==> src/rtl/axi_ram_cmd_arb.sv <==
// Round-robin arbiter merging several RAM command streams onto one port.
// Optional burst lock; a routing FIFO steers read responses to their port.
module axi_ram_cmd_arb #(
    parameter int PORTS      = 2,
    parameter int DATA_WIDTH = 32,
    parameter int ADDR_WIDTH = 16,
    parameter int STRB_WIDTH = DATA_WIDTH / 8,
    parameter int ID_WIDTH   = 8,
    parameter int INTERLEAVE = 0,
    parameter int RESP_DEPTH = 8
) (
    input  logic                        clk,
    input  logic                        rst,
    input  logic [PORTS*ID_WIDTH-1:0]   s_cmd_id,
    input  logic [PORTS*ADDR_WIDTH-1:0] s_cmd_addr,
    input  logic [PORTS*DATA_WIDTH-1:0] s_cmd_wr_data,
    input  logic [PORTS*STRB_WIDTH-1:0] s_cmd_wr_strb,
    input  logic [PORTS-1:0]            s_cmd_rd,
    input  logic [PORTS-1:0]            s_cmd_last,
    input  logic [PORTS-1:0]            s_cmd_en,
    output logic [PORTS-1:0]            s_cmd_ready,
    output logic [DATA_WIDTH-1:0]       s_rd_resp_data,
    output logic [ID_WIDTH-1:0]         s_rd_resp_id,
    output logic                        s_rd_resp_last,
    output logic [PORTS-1:0]            s_rd_resp_valid,
    input  logic [PORTS-1:0]            s_rd_resp_ready,
    output logic [ID_WIDTH-1:0]         ram_cmd_id,
    output logic [ADDR_WIDTH-1:0]       ram_cmd_addr,
    output logic [DATA_WIDTH-1:0]       ram_cmd_wr_data,
    output logic [STRB_WIDTH-1:0]       ram_cmd_wr_strb,
    output logic                        ram_cmd_last,
    output logic                        ram_cmd_wr_en,
    output logic                        ram_cmd_rd_en,
    input  logic                        ram_cmd_ready,
    input  logic [ID_WIDTH-1:0]         ram_rd_resp_id,
    input  logic [DATA_WIDTH-1:0]       ram_rd_resp_data,
    input  logic                        ram_rd_resp_last,
    input  logic                        ram_rd_resp_valid,
    output logic                        ram_rd_resp_ready
);

    localparam int PW = $clog2(PORTS);
    localparam int DW = $clog2(RESP_DEPTH);

    logic [PW-1:0] rr_ptr;
    logic [PW-1:0] lock_port;
    logic          lock_reg;
    logic [PW-1:0] gnt_idx;
    logic          gnt_valid;
    logic [PORTS-1:0] elig;

    logic [PW-1:0] route_mem [RESP_DEPTH];
    logic [DW-1:0] wr_ptr;
    logic [DW-1:0] rd_ptr;
    logic [DW:0]   fifo_count;
    logic          fifo_full;
    logic          fifo_nonempty;
    logic          push;
    logic          pop;
    logic [PW-1:0] head;

    assign fifo_nonempty = fifo_count != '0;
    assign fifo_full     = fifo_count == (DW+1)'(RESP_DEPTH);
    assign head          = route_mem[rd_ptr];

    // Which ports could take a beat now; a held lock masks everyone else.
    always_comb begin
        elig = '0;
        for (int i = 0; i < PORTS; i++) begin
            elig[i] = s_cmd_en[i] && ram_cmd_ready &&
                      (!s_cmd_rd[i] || !fifo_full);
            if (lock_reg && lock_port != PW'(i))
                elig[i] = 1'b0;
        end
    end

    // First eligible port after the last winner takes the grant.
    always_comb begin
        logic [PW-1:0] cand;
        gnt_valid = 1'b0;
        gnt_idx   = '0;
        cand      = '0;
        for (int k = 1; k <= PORTS; k++) begin
            cand = PW'((int'(rr_ptr) + k) % PORTS);
            if (!gnt_valid && elig[cand]) begin
                gnt_valid = 1'b1;
                gnt_idx   = cand;
            end
        end
    end

    assign s_cmd_ready     = gnt_valid ? (PORTS'(1) << gnt_idx) : '0;
    assign ram_cmd_wr_en   = gnt_valid && !s_cmd_rd[gnt_idx];
    assign ram_cmd_rd_en   = gnt_valid && s_cmd_rd[gnt_idx];
    assign ram_cmd_id      = s_cmd_id[gnt_idx*ID_WIDTH +: ID_WIDTH];
    assign ram_cmd_addr    = s_cmd_addr[gnt_idx*ADDR_WIDTH +: ADDR_WIDTH];
    assign ram_cmd_wr_data = s_cmd_wr_data[gnt_idx*DATA_WIDTH +: DATA_WIDTH];
    assign ram_cmd_wr_strb = s_cmd_wr_strb[gnt_idx*STRB_WIDTH +: STRB_WIDTH];
    assign ram_cmd_last    = s_cmd_last[gnt_idx];

    assign push = gnt_valid && s_cmd_rd[gnt_idx];
    assign pop  = ram_rd_resp_valid && ram_rd_resp_ready;

    assign ram_rd_resp_ready = fifo_nonempty && s_rd_resp_ready[head];
    assign s_rd_resp_valid   = (ram_rd_resp_valid && fifo_nonempty) ?
                               (PORTS'(1) << head) : '0;
    assign s_rd_resp_data    = ram_rd_resp_data;
    assign s_rd_resp_id      = ram_rd_resp_id;
    assign s_rd_resp_last    = ram_rd_resp_last;

    // Remember the last winner and hold the lock across a burst.
    always_ff @(posedge clk) begin
        if (rst) begin
            rr_ptr    <= PW'(PORTS - 1);
            lock_reg  <= 1'b0;
            lock_port <= '0;
        end else if (gnt_valid) begin
            rr_ptr <= gnt_idx;
            if (INTERLEAVE == 0) begin
                lock_reg  <= !s_cmd_last[gnt_idx];
                lock_port <= gnt_idx;
            end
        end
    end

    // Routing FIFO storage: one port index per outstanding read beat.
    always_ff @(posedge clk) begin
        if (push)
            route_mem[wr_ptr] <= gnt_idx;
    end

    // Routing FIFO pointers and occupancy.
    always_ff @(posedge clk) begin
        if (rst) begin
            wr_ptr     <= '0;
            rd_ptr     <= '0;
            fifo_count <= '0;
        end else begin
            if (push)
                wr_ptr <= wr_ptr + 1'b1;
            if (pop)
                rd_ptr <= rd_ptr + 1'b1;
            if (push && !pop)
                fifo_count <= fifo_count + 1'b1;
            else if (pop && !push)
                fifo_count <= fifo_count - 1'b1;
        end
    end

endmodule

==> config.mk <==
export PLATFORM = sky130hd
export DESIGN_NAME = axi_ram_cmd_arb
export DESIGN_NICKNAME = d
export VERILOG_FILES = /design/src/rtl/axi_ram_cmd_arb.sv
export SDC_FILE = /design/constraint.sdc
export NUM_CORES = 1
export LEC_CHECK = 0
export CORE_AREA = 4 4 107 109
export CTS_CLUSTER_DIAMETER = 50
export DETAILED_ROUTE_END_ITERATION = 10
export DIE_AREA = 0 0 111 113
export PLACE_DENSITY = 0.7
export SETUP_SLACK_MARGIN = 0.2
export SYNTH_ARGS = -nofsm -noshare
export SYNTH_HDL_FRONTEND = slang
export SYNTH_SLANG_ARGS = --single-unit
export TNS_END_PERCENT = 5
==> constraint.sdc <==
create_clock -name clk -period 5.1 [get_ports clk]
set_clock_uncertainty 0.2 [all_clocks]
set_input_delay 0.765 -clock clk [delete_from_list [all_inputs] [get_ports clk]]
set_output_delay 0.765 -clock clk [all_outputs]
set_load 0.05 [all_outputs]
==> results of run 1 <==
## metrics by stage
step	area, sq um	hold slack, ns
2_1_floorplan	2350	0.245
5_1_grt	4230	0.331
4_1_cts	4230	0.281
6_report	4230	0.282
3_5_place_dp	4160	0.268
3_3_place_gp	4160	0.253
## path summary, 6_finish.rpt
kind                        end  slack [ns]     startpoint
max          ram_cmd_wr_strb[0]        0.64  ram_cmd_ready
min                   lock_port        0.28      lock_port
max reg2reg       fifo_count[3]        1.71      lock_port
min reg2reg           lock_port        0.28      lock_port
## synth_stat cells, types with 4 or more instances
cell	n	share of area
a21oi_1	11	0.023
inv_1	8	0.013
or3_1	4	0.011
nor2_1	10	0.016
buf_4	41	0.13
nor3_1	4	0.0085
buf_6	7	0.034
nand2_1	10	0.016
nor4b_1	4	0.015
ha_1	5	0.027
o21ai_0	4	0.0085
dfxtp_1	16	0.14
edfxtp_1	8	0.10
mux2_2	61	0.29
## critical path, delay by kind of cell
kind                   cells  cell delay [ns]
buffers and inverters      3             1.49
AND/OR/NAND/NOR            2             0.58
multiplexers               1             0.39
AO/OA/AOI/OAI              1             0.23
## cell families (layout without fill, tap and decap cells)
family	Yosys count	after routing	share of synthesized area
AOI/OAI and AO/OA	26	26	0.0752
xor gates and xnor gates	4	4	0.0149
adders and majority gates	6	6	0.0352
buffers and inverters	58	213	0.181
and+or+nand+nor	46	46	0.111
DFF	24	24	0.239
muxes	68	68	0.344
## report_power, final
group / switching [W] / internal [W] / leakage [nW]
registers: 0.0000383 / 0.000228 / 0.204
logic: 0.000470 / 0.000372 / 1.31
clock network: 0.0000611 / 0.000105 / 0.0357
total: 0.000569 / 0.000705 / 1.55
## layout make-up
class | instances | area share
Tap cell | 140 | 0.0414
Clock buffer | 3 | 0.00976
Multi-Input combinational cell | 150 | 0.325
Sequential cell | 24 | 0.133
Clock inverter | 1 | 0.00710
Timing Repair Buffer | 201 | 0.478
Inverter | 8 | 0.00710
## layer usage
metal | share of wire | vias up | routed length (um) | global-route usage
li1 | - | 1111 | - | -
met1 | 0.33 | 1026 | 3330 | 0.145
met2 | 0.43 | 122 | 4340 | 0.220
met3 | 0.22 | 23 | 2230 | 0.152
met4 | 0.013 | 0 | 134 | 0.0328
met5 | 0 | - | 0 | 0
==> results.cfg, run 1 <==
[synthesis]
postSynthCellCount = 232
yosysWarnings = 0
synth-edff-count = 8
synth-seq-cells = 24
syn-cell-area_sq_mm = 0.00235
seq_area_frac_synth = 0.239
syn_nets = 411
synthArstFlopShare = 0
synth_ff_type = dfxtp_1
ys_types = 44
avgSynthCellArea_sq_um = 10.1

[status]
status = finished, final reports clean

[finish]
nets = 567
fillers = 1020
area_growth_pct = 80.3
stdcell_count = 527
seqCellArea_sq_um = 561
mostFrequentLayoutCells = 199 x clkdlybuf4s50_1, 61 x mux2_2, 16 x dfxtp_1, 11 x a21oi_1
diodes = 0
utilization = 0.399
drive_above_1_share = 0.194
final_common_cell = clkdlybuf4s50_1
multiInputGateArea_sq_mm = 0.00137

[clock_tree]
clock_sinks = 24
clk_pin_slew_ns = 0.08
htreeDepth = 1
cts-root-to-sink-buffers = 2
cts_tree = built
cts-root-buf = clkbuf_8
cts_made_buffers = 3
post_cts_resized = 0
postCtsHoldBufs = 0
postCtsSetupRepairBufs = 0
clk_latency_ns = 0.27

[critical_path]
worstPathMaxFanout = 46
endpoint_kind = output pin
required_ns = 4.14
cp_cell_sequence = clkdlybuf4s50_1 > nand2_1 > or3b_1 > o221ai_4 > buf_12 > mux2_2 > clkdlybuf4s50_1
worstSetupStartpointType = input port
crit_top_cell = clkdlybuf4s50_1
r2r_cells = 13
path_class = input port to output pin
slowest_stage = clkdlybuf4s50_1
arrival_ns = 3.50
critPathMaxStageDelay_ns = 0.74

[drt]
dr_total_vias = 2282
ant_nets = 0
drtIter0Drc = 56
routed_wirelength_mm = 10.0
post-route-drc-count = 0
drt_pass1_iterations = 4
routed_via_density = 4.33
post_drt_wl_per_cell_um = 19.0

[power]
vdd_drop_max_mv = 0.173
power_density_mw_per_mm2 = 301
power.leakage_nw = 1.55
power_w = 0.00127

[job]
maxCapViolations = 0

[timing]
fin_ws_ns = 0.638
slew_headroom = 0.535
max_freq_mhz = 224
rsz0062_at_grt = no
setup_viol = 0
fin_setup_tns_ns = 0
drv_slew = 0
tightest_slew_ns = 0.697
fin_crit_ns = 4.46
hold_viol_final = 0
period_share = 0.875

[die]
row_count = 38
core_area_sq_mm = 0.0106
ios = 282
dieArea_sq_mm = 0.0125
initial_core_util = 0.221
dieHeight_um = 113
die_w_um = 111

[place]
pre_cts_ws_ns = 0.614
hpwlAfterDp_mm = 8.82
dp.cells = 523
gp_congestion = 0.787
io_buffers = 199

[global_routing]
overflow = 0
grt_pass1_wl_mm = 14.2
grt_start_max_net_pins = 47
grt_pass1_vias = 2392
grt_usage = 0.148
antenna_found_initial = 0

[worst_hold_path]
min_path_type = register to register
whs_path_depth = 2
Note: power is estimated with default switching activity, not from simulation.
==> run 2, diff against run 1 <==
CTS_CLUSTER_DIAMETER = default   (was 50)
CTS_CLUSTER_SIZE = 16   (was default)
MAX_ROUTING_LAYER = met4   (was default)
==> results.cfg, run 2 (synthesis results as in run 1) <==
[status]
status = finished, final reports clean

[die]
initial_core_util = 0.221
dieArea_sq_mm = 0.0125
ios = 282
row_count = 38
dieHeight_um = 113
core_area_sq_mm = 0.0106
die_w_um = 111

[drt]
ant_nets = 0
drt_pass1_iterations = 4
routed_wirelength_mm = 10.0
post_drt_wl_per_cell_um = 19.0
drtIter0Drc = 60
dr_total_vias = 2283
post-route-drc-count = 0
routed_via_density = 4.33

[finish]
area_growth_pct = 80.3
drive_above_1_share = 0.194
mostFrequentLayoutCells = 199 x clkdlybuf4s50_1, 61 x mux2_2, 16 x dfxtp_1, 11 x a21oi_1
nets = 567
diodes = 0
final_common_cell = clkdlybuf4s50_1
utilization = 0.399

[place]
hpwlAfterDp_mm = 8.82
pre_cts_ws_ns = 0.614
gp_congestion = 0.798
io_buffers = 199

[global_routing]
grt_start_max_net_pins = 47
grt_pass1_vias = 2390
grt_usage = 0.153
overflow = 0
grt_pass1_wl_mm = 14.2
antenna_found_initial = 0

[timing]
rsz0062_at_grt = no
tightest_slew_ns = 0.698
fin_crit_ns = 4.46
fin_setup_tns_ns = 0
fin_ws_ns = 0.640
setup_viol = 0
slew_headroom = 0.535
fin_hold_ws_ns = 0.283
max_freq_mhz = 224
hold_viol_final = 0
drv_slew = 0
period_share = 0.874

[clock_tree]
cts_made_buffers = 3
cts-root-buf = clkbuf_8
cts_tree = built
cts-root-to-sink-buffers = 2
clock_sinks = 24
clk_pin_slew_ns = 0.09
htreeDepth = 1
postCtsHoldBufs = 0
clk_latency_ns = 0.27
postCtsSetupRepairBufs = 0
post_cts_resized = 0

[power]
power.leakage_nw = 1.55
power_w = 0.00127
power_density_mw_per_mm2 = 301
vdd_drop_max_mv = 0.172

[critical_path]
arrival_ns = 3.49
endpoint_kind = output pin
path_class = input port to output pin
worstPathMaxFanout = 46
required_ns = 4.14
rrSetupSlack_ns = 1.71
worstSetupStartpointType = input port

[job]
maxCapViolations = 0

[worst_hold_path]
min_path_type = register to register
run 2: layout make-up:
type | instances | area, sq um
Fill cell | 1020 | 6370
Timing Repair Buffer | 201 | 2020
Multi-Input combinational cell | 150 | 1370
Sequential cell | 24 | 561
Tap cell | 140 | 175
Clock buffer | 3 | 41.3
Clock inverter | 1 | 30.0
Inverter | 8 | 30.0
run 2: metrics by stage:
| stage | instance area, sq um | instances |
|---|---|---|
| 4_1_cts | 4230 | 527 |
| 6_report | 4230 | 527 |
| 3_3_place_gp | 4160 | 523 |
| 2_1_floorplan | 2350 | 232 |
| 5_1_grt | 4230 | 527 |
| 3_5_place_dp | 4160 | 523 |
run 2: final timing paths:
kind | to | depth (start not counted) | startpoint
worst max register to register | fifo_count[3] | 13 | lock_port
worst min register to register | lock_port | 2 | lock_port
worst max-delay path | ram_cmd_wr_strb[0] | 7 | ram_cmd_ready
worst min-delay path | lock_port | 2 | lock_port
run 2: worst max-delay path, cell delays in order:
cell and delay [ns]:
clkdlybuf4s50_1 0.47, nand2_1 0.12, or3b_1 0.46, o221ai_4 0.23, buf_12 0.28, mux2_2 0.39, clkdlybuf4s50_1 0.74
run 2: layer usage:
layer	up-vias	track usage	part of all wire
met5	-	-	0
met4	0	0.0328	0.013
met3	19	0.144	0.21
met2	124	0.220	0.43
met1	1029	0.151	0.34
li1	1111	-	-
run 2: where the power goes:
group	internal [W]	leakage, nW	switching, W
clock	0.000105	0.0357	0.0000621
sequential	0.000228	0.204	0.0000383
combinational	0.000372	1.31	0.000470
